<file path="src/rtl/gnrl_iq_pkg.sv">
// Shared definitions for the IQ deinterleaver: FSM encodings and the {I,Q} pair layout.
`timescale 1ns/1ps
package gnrl_iq_pkg;

  localparam int unsigned DATA_WIDTH_DEF = 32;

  // One-hot pairing FSM encoding
  localparam int unsigned STATE_W = 2;
  typedef logic [STATE_W-1:0] state_t;
  localparam logic [1:0] S_WAIT_I = 2'b01;
  localparam logic [1:0] S_WAIT_Q = 2'b10;

  // A pair word carries I in the upper half and Q in the lower half
  function automatic int unsigned pair_width(input int unsigned data_width);
    return 2 * data_width;
  endfunction

endpackage

</file>
<file path="src/rtl/gnrl_sync_fifo.sv">
// First-word-fall-through synchronous FIFO with occupancy output; output holds the
// last popped word while empty.
`timescale 1ns/1ps
module gnrl_sync_fifo #(
  parameter int unsigned WIDTH = 64,
  parameter int unsigned AW    = 3
) (
  input  logic             clk_i,
  input  logic             rst_ni,
  input  logic             push_i,
  input  logic [WIDTH-1:0] wdata_i,
  input  logic             pop_i,
  output logic [WIDTH-1:0] rdata_o,
  output logic             empty_o,
  output logic             full_o,
  output logic [AW:0]      level_o
);

  localparam int unsigned DEPTH = 1 << AW;

  logic [WIDTH-1:0] mem_q [DEPTH];
  logic [AW:0]      wr_ptr_q, wr_ptr_d;
  logic [AW:0]      rd_ptr_q, rd_ptr_d;
  logic [WIDTH-1:0] last_q, last_d;
  logic [WIDTH-1:0] head;
  logic             do_push, do_pop;

  assign empty_o = (wr_ptr_q == rd_ptr_q);
  assign full_o  = (wr_ptr_q[AW] != rd_ptr_q[AW]) &&
                   (wr_ptr_q[AW-1:0] == rd_ptr_q[AW-1:0]);
  assign level_o = wr_ptr_q - rd_ptr_q;

  assign do_pop  = pop_i & ~empty_o;
  // When full, a same-cycle pop frees the slot being written
  assign do_push = push_i & (~full_o | do_pop);

  assign head    = mem_q[rd_ptr_q[AW-1:0]];
  assign rdata_o = empty_o ? last_q : head;

  always_comb begin
    wr_ptr_d = wr_ptr_q;
    rd_ptr_d = rd_ptr_q;
    last_d   = last_q;
    if (do_push) wr_ptr_d = wr_ptr_q + 1'b1;
    if (do_pop) begin
      rd_ptr_d = rd_ptr_q + 1'b1;
      last_d   = head;
    end
  end

  always_ff @(posedge clk_i) begin
    if (do_push) mem_q[wr_ptr_q[AW-1:0]] <= wdata_i;
  end

  always_ff @(posedge clk_i or negedge rst_ni) begin
    if (!rst_ni) begin
      wr_ptr_q <= '0;
      rd_ptr_q <= '0;
      last_q   <= '0;
    end else begin
      wr_ptr_q <= wr_ptr_d;
      rd_ptr_q <= rd_ptr_d;
      last_q   <= last_d;
    end
  end

endmodule

</file>
<file path="src/rtl/gnrl_iq_deinterleaver.sv">
// Re-pairs an interleaved I,Q word stream into parallel I/Q outputs through a pair FIFO,
// with sticky orphan/overflow flags and an accepted-pair counter.
`timescale 1ns/1ps
module gnrl_iq_deinterleaver
  import gnrl_iq_pkg::*;
#(
  parameter int unsigned DATA_WIDTH = DATA_WIDTH_DEF,
  parameter int unsigned FIFO_AW    = 3,
  parameter int unsigned CNT_WIDTH  = 16
) (
  input  logic                  CLK,
  input  logic                  RESET_n,
  input  logic [DATA_WIDTH-1:0] datain,
  input  logic                  in_valid,
  output logic [DATA_WIDTH-1:0] dataI,
  output logic [DATA_WIDTH-1:0] dataQ,
  output logic                  out_valid,
  input  logic                  out_ready,
  output logic [CNT_WIDTH-1:0]  pair_cnt,
  output logic [FIFO_AW:0]      fifo_level,
  output logic                  orphan_err,
  output logic                  overflow_err,
  input  logic                  clr_err
);

  localparam int unsigned PAIR_W = pair_width(DATA_WIDTH);

  state_t                state_q, state_d;
  logic [DATA_WIDTH-1:0] i_hold_q, i_hold_d;
  logic [CNT_WIDTH-1:0]  pair_cnt_q, pair_cnt_d;
  logic                  orphan_q, orphan_d;
  logic                  overflow_q, overflow_d;

  logic                  push_req, orphan_ev, overflow_ev;
  logic                  pop, push_ok;
  logic                  fifo_empty, fifo_full;
  logic [PAIR_W-1:0]     pair_wdata, pair_rdata;

  always_comb begin
    state_d   = state_q;
    i_hold_d  = i_hold_q;
    push_req  = 1'b0;
    orphan_ev = 1'b0;
    case (state_q)
      S_WAIT_I: begin
        if (in_valid) begin
          i_hold_d = datain;
          state_d  = S_WAIT_Q;
        end
      end
      S_WAIT_Q: begin
        // Q must follow I immediately; a gap breaks framing and the held I is discarded
        if (in_valid) push_req = 1'b1;
        else          orphan_ev = 1'b1;
        i_hold_d = '0;
        state_d  = S_WAIT_I;
      end
      default: begin
        i_hold_d = '0;
        state_d  = S_WAIT_I;
      end
    endcase
  end

  assign pair_wdata  = {i_hold_q, datain};
  assign pop         = out_ready & ~fifo_empty;
  assign push_ok     = push_req & (~fifo_full | pop);
  assign overflow_ev = push_req & fifo_full & ~pop;

  always_comb begin
    pair_cnt_d = pair_cnt_q + (push_ok ? CNT_WIDTH'(1) : CNT_WIDTH'(0));
    // Set wins over a concurrent clear
    orphan_d   = (orphan_q & ~clr_err) | orphan_ev;
    overflow_d = (overflow_q & ~clr_err) | overflow_ev;
  end

  always_ff @(posedge CLK or negedge RESET_n) begin
    if (!RESET_n) begin
      state_q    <= S_WAIT_I;
      i_hold_q   <= '0;
      pair_cnt_q <= '0;
      orphan_q   <= 1'b0;
      overflow_q <= 1'b0;
    end else begin
      state_q    <= state_d;
      i_hold_q   <= i_hold_d;
      pair_cnt_q <= pair_cnt_d;
      orphan_q   <= orphan_d;
      overflow_q <= overflow_d;
    end
  end

  gnrl_sync_fifo #(
    .WIDTH (PAIR_W),
    .AW    (FIFO_AW)
  ) u_pair_fifo (
    .clk_i   (CLK),
    .rst_ni  (RESET_n),
    .push_i  (push_ok),
    .wdata_i (pair_wdata),
    .pop_i   (pop),
    .rdata_o (pair_rdata),
    .empty_o (fifo_empty),
    .full_o  (fifo_full),
    .level_o (fifo_level)
  );

  assign dataI        = pair_rdata[PAIR_W-1:DATA_WIDTH];
  assign dataQ        = pair_rdata[DATA_WIDTH-1:0];
  assign out_valid    = ~fifo_empty;
  assign pair_cnt     = pair_cnt_q;
  assign orphan_err   = orphan_q;
  assign overflow_err = overflow_q;

endmodule

</file>
<file path="config.mk">
export PLATFORM = sky130hd
export DESIGN_NAME = gnrl_iq_deinterleaver
export DESIGN_NICKNAME = d
export VERILOG_FILES = /design/src/rtl/gnrl_iq_pkg.sv /design/src/rtl/gnrl_sync_fifo.sv /design/src/rtl/gnrl_iq_deinterleaver.sv
export SDC_FILE = /design/constraint.sdc
export NUM_CORES = 1
export LEC_CHECK = 0
export ABC_AREA = 1
export CAP_MARGIN = 10
export CORE_MARGIN = 2
export CORE_UTILIZATION = 35
export CTS_CLUSTER_DIAMETER = 30
export CTS_CLUSTER_SIZE = 30
export DETAILED_ROUTE_END_ITERATION = 7
export GPL_TIMING_DRIVEN = 0
export SLEW_MARGIN = 30
export SYNTH_ARGS = -nofsm -noshare
export SYNTH_HDL_FRONTEND = slang
export SYNTH_HIERARCHICAL = 1
export SYNTH_SLANG_ARGS = --single-unit
</file>
<file path="constraint.sdc">
create_clock -name CLK -period 8.6 [get_ports CLK]
set_clock_uncertainty 0.2 [all_clocks]
set_input_delay 0.86 -clock CLK [delete_from_list [all_inputs] [get_ports CLK]]
set_output_delay 0.86 -clock CLK [all_outputs]
set_load 0.05 [all_outputs]
</file>
* Yosys cells after proc, flatten, opt, wreduce, memory -nomap -nowiden
Memories as Yosys holds them, arrays and structs flattened. Cells that the tools add are included.
Operators by class: reductions and logical operators 1, muxes and demuxes 12, equality and inequality tests 6, bitwise operators 16, add/subtract/negate cells 4
Operators by type and width (number):
- 2-to-1 mux 32 bit | 2
- 2-to-1 mux 64 bit | 1
- adder 16 x 1 -> 16 bit | 1
- adder 4 x 1 -> 4 bit, second input constant | 2
- bitwise AND 1 bit | 8
- 2-to-1 mux 1 bit | 7
- equality test 4 bit | 1
- 2-to-1 mux 2 bit | 2
- inverter 1 bit | 4
- OR 1 bit | 4
- subtractor 4 bit | 1
- equality test 3 bit | 1
- equality test 2 x 1 -> 1 bit, second input constant | 1
- equality test 2 bit, second input constant | 1
- inequality test 2 bit, second input constant | 1
- logical AND 1 bit | 1
- inequality test 1 bit | 1
Word-level totals: bits in registers 124, memories kept 1, output and inout bits 87, RAM bits 512, input port bits 37
Memories:
- u_pair_fifo.mem_q | words 8, width 64, rd ports 1, clocked after Yosys merged registers in 0, wr ports 1, line gnrl_sync_fifo.sv:21 | logic [WIDTH-1:0] mem_q [DEPTH];

* Longest topological paths before layout
word-level depth 8, gate-level depth with buffers 20, gate-level depth less buffers 17

* Modules after synthesis
Netlist, hierarchy kept.
Modules (own cells, without submodules):
- gnrl_sync_fifo | instances 1, area each 25504.5 um2, cells each 2510
- gnrl_iq_deinterleaver | instances 1, area each 2222.1 um2, cells each 250

* Least setup slack after synthesis
OpenSTA, ideal clock, no wires.
path kind register to register, start point register u_pair_fifo.wr_ptr_q[0], end point memory u_pair_fifo.mem_q[5][0] (enable), path slack 1.191 ns, arrival time 6.643 ns, cell stages (with the launch flop) 13, clock period less this slack 7.409 ns, setup time 0.565 ns, buffers on the path 1, path through dfrtp_1 -> inv_1 -> ha_1 -> inv_1 -> nor2_4 -> nand2_4 -> inv_2 -> buf_2 -> o21ai_0 -> inv_1 -> nor2_1 -> nand2_1 -> nor3_1
On the way: word-level cells in the longest chain between the ends 8
RTL lines:
- from (decl) | line gnrl_sync_fifo.sv:22 | logic [AW:0] wr_ptr_q, wr_ptr_d;
- from (signal assigned) | line gnrl_sync_fifo.sv:61 | wr_ptr_q <= wr_ptr_d;
- equality test 4 bit | line gnrl_sync_fifo.sv:28 | assign empty_o = (wr_ptr_q == rd_ptr_q);
- named net fifo_empty | line gnrl_iq_deinterleaver.sv:36 | logic fifo_empty, fifo_full;
- inverter 1 bit | line gnrl_iq_deinterleaver.sv:66 | assign pop = out_ready & ~fifo_empty;
- bitwise AND 1 bit | line gnrl_iq_deinterleaver.sv:66
- OR 1 bit | line gnrl_iq_deinterleaver.sv:67 | assign push_ok = push_req & (~fifo_full | pop);
- bitwise AND 1 bit | line gnrl_iq_deinterleaver.sv:67
- named net push_ok | line gnrl_iq_deinterleaver.sv:35 | logic pop, push_ok;
- bitwise AND 1 bit | line gnrl_sync_fifo.sv:35 | assign do_push = push_i & (~full_o | do_pop);
- 2-to-1 mux 1 bit | line gnrl_sync_fifo.sv:52 | if (do_push) mem_q[wr_ptr_q[AW-1:0]] <= wdata_i;
- 2-to-1 mux 1 bit (not written as such) | line gnrl_sync_fifo.sv:52
- to (decl) | line gnrl_sync_fifo.sv:21
The timed path passes the listed nets, and every way through them passes these cells.

* Worst setup path after layout
start point register u_pair_fifo.rd_ptr_q[1], end point memory u_pair_fifo.mem_q[3][25] (enable)
On the way: word-level cells in the longest chain between the ends 8
RTL lines:
- from (decl) | line gnrl_sync_fifo.sv:23 | logic [AW:0] rd_ptr_q, rd_ptr_d;
- from (signal assigned) | line gnrl_sync_fifo.sv:62 | rd_ptr_q <= rd_ptr_d;
- equality test 4 bit | line gnrl_sync_fifo.sv:28
- named net fifo_empty | line gnrl_iq_deinterleaver.sv:36
- inverter 1 bit | line gnrl_iq_deinterleaver.sv:66
- bitwise AND 1 bit | line gnrl_iq_deinterleaver.sv:66
- OR 1 bit | line gnrl_iq_deinterleaver.sv:67
- bitwise AND 1 bit | line gnrl_iq_deinterleaver.sv:67
- named net push_ok | line gnrl_iq_deinterleaver.sv:35
- bitwise AND 1 bit | line gnrl_sync_fifo.sv:35
- 2-to-1 mux 1 bit | line gnrl_sync_fifo.sv:52
- 2-to-1 mux 1 bit (not written as such) | line gnrl_sync_fifo.sv:52
The timed path passes the listed nets, and every way through them passes these cells.

==> impl_metrics.ini <==
[outcome]
status = completed

[flow_run]
maxCapViolations = 0

[clock_tree]
h-tree-depth = 4
worstSkewPairLatency_ps = 710
root_buffer = clkbuf_16
cts_tree = yes
clk_pin_slew_worst_paths_ps = 50
cts_buffers = 131
cts_sinks = 636
cts_buffer_depth = 3

[logic_synthesis]
yosys.area.top_type_share_pct = 55.5
synth.ff_latch_count = 636
ys_types = 31
synthXorXnorAreaFrac_pct = 0.442
synth_compound_area_share_pct = 0.167
syn-num-nets = 2806
postSynthAreaPerCell_um2 = 10.0
synth_area_leaders = edfxtp_1, nand2_1, dfrtp_1
netlist_area_mm2 = 0.0277
yosysSeqAreaShare_pct = 66.6
synthAdderAreaFrac_pct = 0.433
synthMuxAreaShare_pct = 0
synthSimpleGateAreaFrac_pct = 23.3
synth_top_cell_by_area = edfxtp_1
ys_warn_count = 6
synth_cells = 2760
synth_top_family_by_area = simple AND/OR/NAND/NOR gates

[layout]
fillers = 7038
drive_above_1_share_pct = 12.6
nets = 3113
multiInputGateArea_mm2 = 0.00681
final_cells = 4228
register_area_mm2 = 0.0185
area_delta_synth_final_pct = 28.9
finalCoreUtilization_pct = 45.4

[grt]
antenna_found_initial = 2
grt_max_degree = 75
grt_pass1_wl_um = 118000
grt_pass1_vias = 19900
grt_use_total_pct = 19.3
grt_overflow = 0

[floorplanning]
die_w_um = 285
rows = 103
die_area_mm2 = 0.0815
initial_core_util_pct = 35.2
die_height_um = 285
ioPinCount = 124
core_area_mm2 = 0.0787

[drt]
drt_wl_total_um = 78100
postRouteAntennaNets = 0
drt-initial-drc-count = 1764
routedWlPerCell_um = 18.5
drc = 0
drt_pass1_iterations = 7
via_count = 20200
viasPerCell = 4.77

[place]
portBuffers = 123
placed_cells = 3983
gp_congestion = 0.773
hpwlAfterDp_um = 52000

[timing]
setup_violations = 0
worstMarginPinSlew_ps = 744
slew_viol_final = 0
relSlewSlack_pct = 50.4
fmax_mhz = 187
hold_viol = 0
period_share_pct = 62.3
rsz0062_at_grt = false
layout_min_cycle_time_ps = 5350

[critical_path]
crit_required_ps = 8800
crit_type = flip-flop to flip-flop
reg2regPathDepth = 19
critPathArrivalTime_ps = 5550
reg2reg_to = u_pair_fifo/mem_q[3][25]$_DFFE_PP_
rr_startpoint = u_pair_fifo/rd_ptr_q[1]$_DFFE_PN0P_
crit_path_start_kind = flip-flop
rrSetupSlack_ps = 3250
crit_fanout = 12
endpoint_kind = flip-flop

[hold_path]
min_path_cells = 2
min_to = u_pair_fifo/last_q[30]$_DFFE_PN0P_
hp-class = flip-flop to flip-flop
min_from = u_pair_fifo/last_q[30]$_DFFE_PN0P_

[power]
leakage_nw = 15.9
powerDensity_mw_per_mm2 = 425
peakVddDrop_mv = 0.316
## where the power goes
part	internal [mW]	switching, mW	total, mW
combinational	1.84	4.36	6.19
clock	3.60	1.63	5.23
sequential	3.59	0.173	3.77
total	9.03	6.16	15.2
## area by class of cell
type                            count  share of cell area [%]
Sequential cell                   636                    51.7
Multi-Input combinational cell   1573                    19.1
Clock buffer                      173                    10.3
Timing Repair Buffer              174                    5.64
Inverter                          415                    4.37
Tap cell                         1050                    3.67
Clock inverter                     70                    2.70
Buffer                            136                    2.59
Antenna cell                        1                 0.00700
## synth_stat cells
cell and n:
nor2_2 2, nor2_1 20, buf_2 63, dfrtp_1 123, o21ai_1 3, inv_1 408
o22ai_1 1, nand2_1 1007, nand3_1 494, buf_4 17, nand3b_1 1, xor2_1 10
buf_1 10, inv_2 5, xnor2_1 4, ha_1 8, buf_8 1, a21oi_1 1
o21ai_0 4, dfstp_2 1, inv_4 2, nand2_4 2, nand2_2 4, or2_2 1
nand4_1 4, edfxtp_1 512, clkbuf_1 10, nor2_4 2, fa_1 1, nor3_1 4
buf_6 35
## how the worst max path moves through the flow
| stage | from | to | slack, ps | cells past startpoint |
|---|---|---|---|---|
| 2_1_floorplan | u_pair_fifo/wr_ptr_q[0]$_DFFE_PN0P_ | u_pair_fifo/mem_q[5][0]$_DFFE_PP_ | 1190 | 12 |
| 3_3_place_gp | u_pair_fifo/rd_ptr_q[1]$_DFFE_PN0P_ | u_pair_fifo/mem_q[1][27]$_DFFE_PP_ | -3880 | 14 |
| 3_5_place_dp | u_pair_fifo/rd_ptr_q[1]$_DFFE_PN0P_ | u_pair_fifo/mem_q[3][25]$_DFFE_PP_ | 3270 | 19 |
| 4_1_cts | u_pair_fifo/rd_ptr_q[1]$_DFFE_PN0P_ | u_pair_fifo/mem_q[3][25]$_DFFE_PP_ | 3240 | 19 |
| 5_1_grt | u_pair_fifo/rd_ptr_q[1]$_DFFE_PN0P_ | u_pair_fifo/mem_q[3][25]$_DFFE_PP_ | 2900 | 19 |
| 6_report | u_pair_fifo/rd_ptr_q[1]$_DFFE_PN0P_ | u_pair_fifo/mem_q[3][25]$_DFFE_PP_ | 3250 | 19 |
## flip-flops by register name (all words and copies together), names as in the netlist
| register | cells |
|---|---|
| u_pair_fifo/last_q | 64 |
| state_q | 2 |
| orphan_err | 1 |
| pair_cnt | 16 |
| u_pair_fifo/wr_ptr_q | 4 |
| i_hold_q | 32 |
| overflow_err | 1 |
| u_pair_fifo/rd_ptr_q | 4 |
| u_pair_fifo/mem_q | 512 |
## timing repair
action	in CTS	in global routing
hold endpoints to repair	50	0
hold buffers	1	0
resized for setup	0	0
endpoints found under the setup margin	0	0
setup buffers	0	0
## stage by stage
step	setup WS (ps)	power [mW]	setup TNS (ps)	hold WS [ps]	area (um2)
floorplan	1190	7.83	0	249	27700
global placement	-3880	9.97	-751120	262	30300
detailed placement	3270	10.0	0	265	31100
CTS	3240	15.3	0	278	35700
global route	2900	15.9	0	291	35700
finish	3250	15.2	0	274	35700
## per-layer routing
layer / track usage (%) / wire length [um] / up-vias
met3: 4.29 / 5450 / 138
met1: 25.2 / 33400 / 9793
met5: 0 / 11 / -
met2: 31.6 / 37500 / 670
li1: - / - / 9561
met4: 7.25 / 1850 / 2
## cell families (layout without fill, tap and decap cells)
group	after synthesis	in the layout
other cells	0	1
simple gates	1541	1541
compound gates	9	9
buf+inv	551	968
fa+ha+maj	9	9
flops	636	636
xor+xnor	14	14
## placed cells by master, fill, tap and decap left out, types with 37 or more instances in the layout
cell and count:
nand3_1 494, buf_2 63, nand2_1 1007, dfrtp_1 123
inv_1 408, buf_4 45, clkbuf_16 136, edfxtp_1 512
clkdlybuf4s50_1 122, buf_6 37
## critical path: stages (launching register included)
cell and delay (ps):
dfrtp_1 530, inv_2 170, buf_4 260, buf_2 310, ha_1 290, nand2_2 100
nor2_4 50, nand2_4 100, inv_2 40, buf_2 210, o21ai_0 250, inv_1 60
nor2_1 390, nand2_1 360, nor3_2 630, buf_4 300, buf_4 190, buf_4 190
buf_4 190, buf_4 170
(Power assumes the default switching activity.)
